### config.mk
export PLATFORM = sky130hd
export DESIGN_NAME = pipe_skid_reg
export DESIGN_NICKNAME = d
export VERILOG_FILES = /design/src/rtl/pipe_pkg.sv /design/src/rtl/pipe_slot.sv /design/src/rtl/pipe_skid_reg.sv
export SDC_FILE = /design/constraint.sdc
export NUM_CORES = 1
export LEC_CHECK = 0
export CORE_ASPECT_RATIO = 1.75
export CORE_MARGIN = 2
export CORE_UTILIZATION = 53
export CTS_BUF_LIST = sky130_fd_sc_hd__clkbuf_8
export DETAILED_ROUTE_END_ITERATION = 7
export PLACE_DENSITY = 0.86
export SLEW_MARGIN = 20
export SYNTH_ARGS = -nofsm -noshare
export SYNTH_HDL_FRONTEND = slang
export SYNTH_HIERARCHICAL = 1
export SYNTH_SLANG_ARGS = --single-unit
### constraint.sdc
create_clock -name clk -period 2.5 [get_ports clk]
set_clock_uncertainty 0.05 [all_clocks]
set_input_delay 0.75 -clock clk [delete_from_list [all_inputs] [get_ports clk]]
set_output_delay 0.75 -clock clk [all_outputs]
set_load 0.01 [all_outputs]
### src/rtl/pipe_pkg.sv
// Shared types and constants for the elastic pipeline-stage register.
package pipe_pkg;

  typedef enum logic [1:0] {
    EMPTY = 2'd0,
    HALF  = 2'd1,
    FULL  = 2'd2
  } state_e;

  localparam int DEF_DATA_W = 32;
  localparam int DEF_CTRL_W = 8;
  localparam int MAX_CTRL_W = 64;

  // Control word of an empty slot; sliced to CTRL_W by users.
  localparam logic [MAX_CTRL_W-1:0] BUBBLE_CTRL = '0;

endpackage

### src/rtl/pipe_slot.sv
// One valid+ctrl+data entry. Control bits are stored and presented as zero
// whenever the entry is not valid, so a bubble cannot carry live enables.
module pipe_slot
  import pipe_pkg::*;
#(
  parameter int CTRL_W = DEF_CTRL_W,
  parameter int DATA_W = DEF_DATA_W
) (
  input  logic              clk,
  input  logic              clr,
  input  logic              load,
  input  logic              drop,
  input  logic [CTRL_W-1:0] ld_ctrl,
  input  logic [DATA_W-1:0] ld_data,
  output logic              vld,
  output logic [CTRL_W-1:0] ctrl,
  output logic [DATA_W-1:0] data
);

  logic              vld_q;
  logic [CTRL_W-1:0] ctrl_q;
  logic [DATA_W-1:0] data_q;

  always_ff @(posedge clk) begin
    if (clr) begin
      vld_q  <= 1'b0;
      ctrl_q <= BUBBLE_CTRL[CTRL_W-1:0];
      data_q <= '0;
    end else if (load) begin
      vld_q  <= 1'b1;
      ctrl_q <= ld_ctrl;
      data_q <= ld_data;
    end else if (drop) begin
      // Payload is left in place; only the control side becomes a bubble.
      vld_q  <= 1'b0;
      ctrl_q <= BUBBLE_CTRL[CTRL_W-1:0];
    end
  end

  assign vld  = vld_q;
  assign ctrl = vld_q ? ctrl_q : BUBBLE_CTRL[CTRL_W-1:0];
  assign data = data_q;

endmodule

### src/rtl/pipe_skid_reg.sv
// Elastic stage register between adjacent pipeline stages: valid/ready
// handshake, optional two-entry skid buffer, flush that leaves a true bubble.
module pipe_skid_reg
  import pipe_pkg::*;
#(
  parameter int DATA_W = DEF_DATA_W,
  parameter int CTRL_W = DEF_CTRL_W,
  parameter bit SKID   = 1'b1
) (
  input  logic              clk,
  input  logic              RST,
  input  logic              CLR,
  input  logic              in_valid,
  output logic              in_ready,
  input  logic [CTRL_W-1:0] in_ctrl,
  input  logic [DATA_W-1:0] in_data,
  output logic              out_valid,
  input  logic              out_ready,
  output logic [CTRL_W-1:0] out_ctrl,
  output logic [DATA_W-1:0] out_data,
  output logic [1:0]        occ
);

  state_e state_q, state_d;

  logic              flush, xin, xout;
  logic              m_load, m_sel_s, m_drop, s_load, s_drop;
  logic              m_vld;
  logic [CTRL_W-1:0] m_ctrl, m_ld_ctrl, s_ctrl;
  logic [DATA_W-1:0] m_ld_data, s_data;

  assign flush = RST | CLR;
  assign xin   = in_valid & in_ready;
  assign xout  = out_valid & out_ready;

  always_comb begin
    state_d = state_q;
    m_load  = 1'b0;
    m_sel_s = 1'b0;
    m_drop  = 1'b0;
    s_load  = 1'b0;
    s_drop  = 1'b0;
    case (state_q)
      EMPTY: if (xin) begin
        m_load  = 1'b1;
        state_d = HALF;
      end
      HALF: begin
        if (xin && xout) begin
          m_load = 1'b1;
        end else if (xin && SKID) begin
          // Downstream stalled: park the younger entry behind M.
          s_load  = 1'b1;
          state_d = FULL;
        end else if (xout) begin
          m_drop  = 1'b1;
          state_d = EMPTY;
        end
      end
      FULL: if (xout) begin
        m_load  = 1'b1;
        m_sel_s = 1'b1;
        s_drop  = 1'b1;
        state_d = HALF;
      end
      default: state_d = EMPTY;
    endcase
  end

  always_ff @(posedge clk) begin
    if (flush) state_q <= EMPTY;
    else       state_q <= state_d;
  end

  assign m_ld_ctrl = m_sel_s ? s_ctrl : in_ctrl;
  assign m_ld_data = m_sel_s ? s_data : in_data;

  pipe_slot #(.CTRL_W(CTRL_W), .DATA_W(DATA_W)) u_main (
    .clk     (clk),
    .clr     (flush),
    .load    (m_load),
    .drop    (m_drop),
    .ld_ctrl (m_ld_ctrl),
    .ld_data (m_ld_data),
    .vld     (m_vld),
    .ctrl    (m_ctrl),
    .data    (out_data)
  );

  generate
    if (SKID) begin : g_skid
      logic in_ready_q;
      logic s_vld;

      pipe_slot #(.CTRL_W(CTRL_W), .DATA_W(DATA_W)) u_skid (
        .clk     (clk),
        .clr     (flush),
        .load    (s_load),
        .drop    (s_drop),
        .ld_ctrl (in_ctrl),
        .ld_data (in_data),
        .vld     (s_vld),
        .ctrl    (s_ctrl),
        .data    (s_data)
      );

      // Registered ready: looks at the next state, never at out_ready directly.
      always_ff @(posedge clk) begin
        if (RST)      in_ready_q <= 1'b0;
        else if (CLR) in_ready_q <= 1'b1;
        else          in_ready_q <= (state_d != FULL);
      end

      logic unused_skid;
      assign unused_skid = s_vld;
      assign in_ready    = in_ready_q;
    end else begin : g_single
      logic unused_single;
      assign unused_single = ^{s_load, s_drop};
      assign s_ctrl   = '0;
      assign s_data   = '0;
      assign in_ready = out_ready | ~out_valid;
    end
  endgenerate

  assign out_valid = (state_q != EMPTY);
  assign out_ctrl  = (out_valid & m_vld) ? m_ctrl : BUBBLE_CTRL[CTRL_W-1:0];
  assign occ       = state_q;

endmodule

==> results.cfg, run 1 <==
[clock_network]
clk_pin_slew_ps = 80
holdBufCountCts = 0
cts_buffer_depth = 2
cts_buffers = 9
cts.sinks = 85
cts_tree = built
insertion_delay_ps = 360
clockRootBuffer = clkbuf_8
htreeDepth = 3

[setup_path]
rrSetupSlack_ps = 830
critPathRequiredTime_ps = 1700
reg2reg_from = occ[0]$_SDFF_PP0_
worstPathArrival_ps = 1490
critical_path_class = flop to output port
cp-startpoint = occ[0]$_SDFF_PP0_
cp_max_fo = 10
critPathLaunchType = flop
cp-end-kind = output port

[cells_and_area]
num-fill-cells = 583
multiInputGateArea_sq_um = 2113
final_nets = 511
drive_gt1_frac = 0.1936
fin_cells = 558
area_growth_pct = 25.84
num_antenna_cells = 0
seq_area_sq_um = 1707

[global_route]
grt_antenna_before_repair = 0
grt_pass1_vias = 2863
met1_usage = 0.2135
use_met3 = 0.04153
grt_max_degree = 47
grt_usage = 0.1947
grt_pass1_wl_mm = 13.18
top_usage_layer = met2
grtUsageMet2 = 0.3481
overflow = 0

[die]
start_util = 0.5491
coreArea_sq_um = 7567
pin_count = 89
die_x_um = 70.94
die_h_um = 121.1
rows = 42
die-area_sq_um = 8593

[yosys]
yosysWarnings = 6
synth.area.top_cells = dfxtp_1, mux2i_1, mux2_4
yosysTopAreaCell = dfxtp_1
synth_common_cells = dfxtp_1, mux2i_1, nor2_1
synth_edf_count = 0
yosysSeqAreaShare = 0.4095
synth_flop_cell = dfxtp_1
postSynthAreaPerCell_sq_um = 10.91
ys_types = 30
yosysMostFrequentCell = dfxtp_1
synth_top_cell_area_share = 0.4095
synth_nets = 426
syn_area_sq_um = 4155
async_reset_ff_frac = 0
synth-seq-cells = 85
synthCells = 381

[sta]
worst_slew_pin_slew_ps = 465.7
finalHoldViolCount = 0
finalCriticalPeriod_ps = 2292
setup_slack_ps = 208.4
fin_setup_tns_ps = 0
slew_headroom = 0.6895
rsz0062_at_grt = no
finalCritPeriodShare = 0.9166
fmax_mhz = 436.4
setup_viol = 0
slew_violations = 0

[power_and_ir_drop]
power_mw = 2.567
power_density_nw_per_um2 = 490.9
p_leak_nw = 2.212
irDropWorstVdd_mv = 0.4506

[route]
drtIter0Drc = 117
antenna_left = 0
detail_route.wl_per_cell_um = 14.86
via_per_inst = 5.265
wirelength_mm = 8.291
drc_errors = 0
num_vias = 2938
drt-pass1-iter-count = 4

[place]
dp_hpwl_mm = 5.824
port_buffers = 88
placed_cells = 543
place.gp.congestion = 0.8066
pre_cts_slack_ps = 1.821

[run_status]
status = finished clean

[run]
drv_cap = 0

[hold_path]
worstHoldPathType = flop to flop
worstHoldStart = u_main/ctrl_q[0]$_SDFFE_PP0P_
[flip-flops by register name (all words and copies together) (netlist names)]
signal	cells
occ	2
u_main/ctrl_q	8
u_main/vld	1
g_skid.u_skid/vld	1
u_main/data	32
g_skid.u_skid/data	32
in_ready	1
g_skid.u_skid/ctrl_q	8
[worst max-delay path: stages (launching register included)]
cell and delay (ps):
dfxtp_2 350, or2_4 300, clkdlybuf4s50_1 480
[final cells by class]
cell class	count	share of cell area
Timing Repair Buffer	103	0.2058
Clock buffer	10	0.02632
Tap cell	88	0.02106
Clock inverter	5	0.004068
Multi-Input combinational cell	250	0.4042
Inverter	17	0.01220
Sequential cell	85	0.3264
[through the flow]
step                cell area, sq um  hold slack, ps    util
floorplan                       4155           406.1       -
global placement                5042           419.1  0.6663
detailed placement              5042           424.7  0.6663
CTS                             5206           436.5  0.6880
global route                    5229           455.7  0.6910
finish                          5229           434.3  0.6910
[final timing paths]
| path | depth (start not counted) | endpoint |
|---|---|---|
| setup reg to reg | 6 | u_main/data[22]$_SDFFE_PP0P_ |
| setup / recovery | 2 | out_valid |
| hold / removal | 2 | u_main/ctrl_q[0]$_SDFFE_PP0P_ |
| hold reg to reg | 2 | u_main/ctrl_q[0]$_SDFFE_PP0P_ |
[cell usage in the layout, fill, tap and decap left out, drive strengths merged, types with 4 or more instances in the layout]
cell type / count
clkdlybuf4s50: 80
o32ai: 14
inv: 20
nand2: 19
mux2i: 65
mux2: 41
clkbuf: 10
a21oi: 5
or2: 4
buf: 15
and3: 8
nor2: 65
dfxtp: 85
and2: 17
dlymetal6s2s: 8
[cell families after synthesis]
| logic type | after synthesis | synth area share |
|---|---|---|
| AND/OR/NAND/NOR | 123 | 0.1409 |
| AO/OA/AOI/OAI | 21 | 0.06414 |
| buffers and inverters | 46 | 0.08341 |
| multiplexers | 106 | 0.3020 |
| flip-flops | 85 | 0.4095 |
[routing by layer]
| layer | wire [um] | part of all wire | vias up |
|---|---|---|---|
| met4 | 208 | 0.025 | 0 |
| met1 | 3384 | 0.41 | 1410 |
| met2 | 4361 | 0.53 | 61 |
| li1 | - | - | 1454 |
| met5 | 0 | 0 | - |
| met3 | 337 | 0.041 | 13 |
[where the power goes]
part / switching, mW / leakage, nW / total (mW) / internal (mW)
Combinational: 0.144 / 1.43 / 0.350 / 0.206
Clock: 0.457 / 0.0957 / 0.825 / 0.369
Sequential: 0.0155 / 0.689 / 1.39 / 1.38
Total: 0.616 / 2.21 / 2.57 / 1.95
[what timing repair did]
item,4_1_cts,5_1_grt
setup buffers,0,0
setup endpoints to repair,9,8
resized for setup,3,9
(Power assumes the default switching activity.)
==> run 2: changes to the inputs <==
--- a/config.mk
+++ b/config.mk
@@ -9,6 +9,7 @@
 export CORE_MARGIN = 2
 export CORE_UTILIZATION = 53
 export CTS_BUF_LIST = sky130_fd_sc_hd__clkbuf_8
+export CTS_CLUSTER_DIAMETER = 80
 export DETAILED_ROUTE_END_ITERATION = 7
 export PLACE_DENSITY = 0.86
 export SLEW_MARGIN = 20
==> results of run 2 <==
No change in the layout: final DEF, timing and power equal those of run 1.
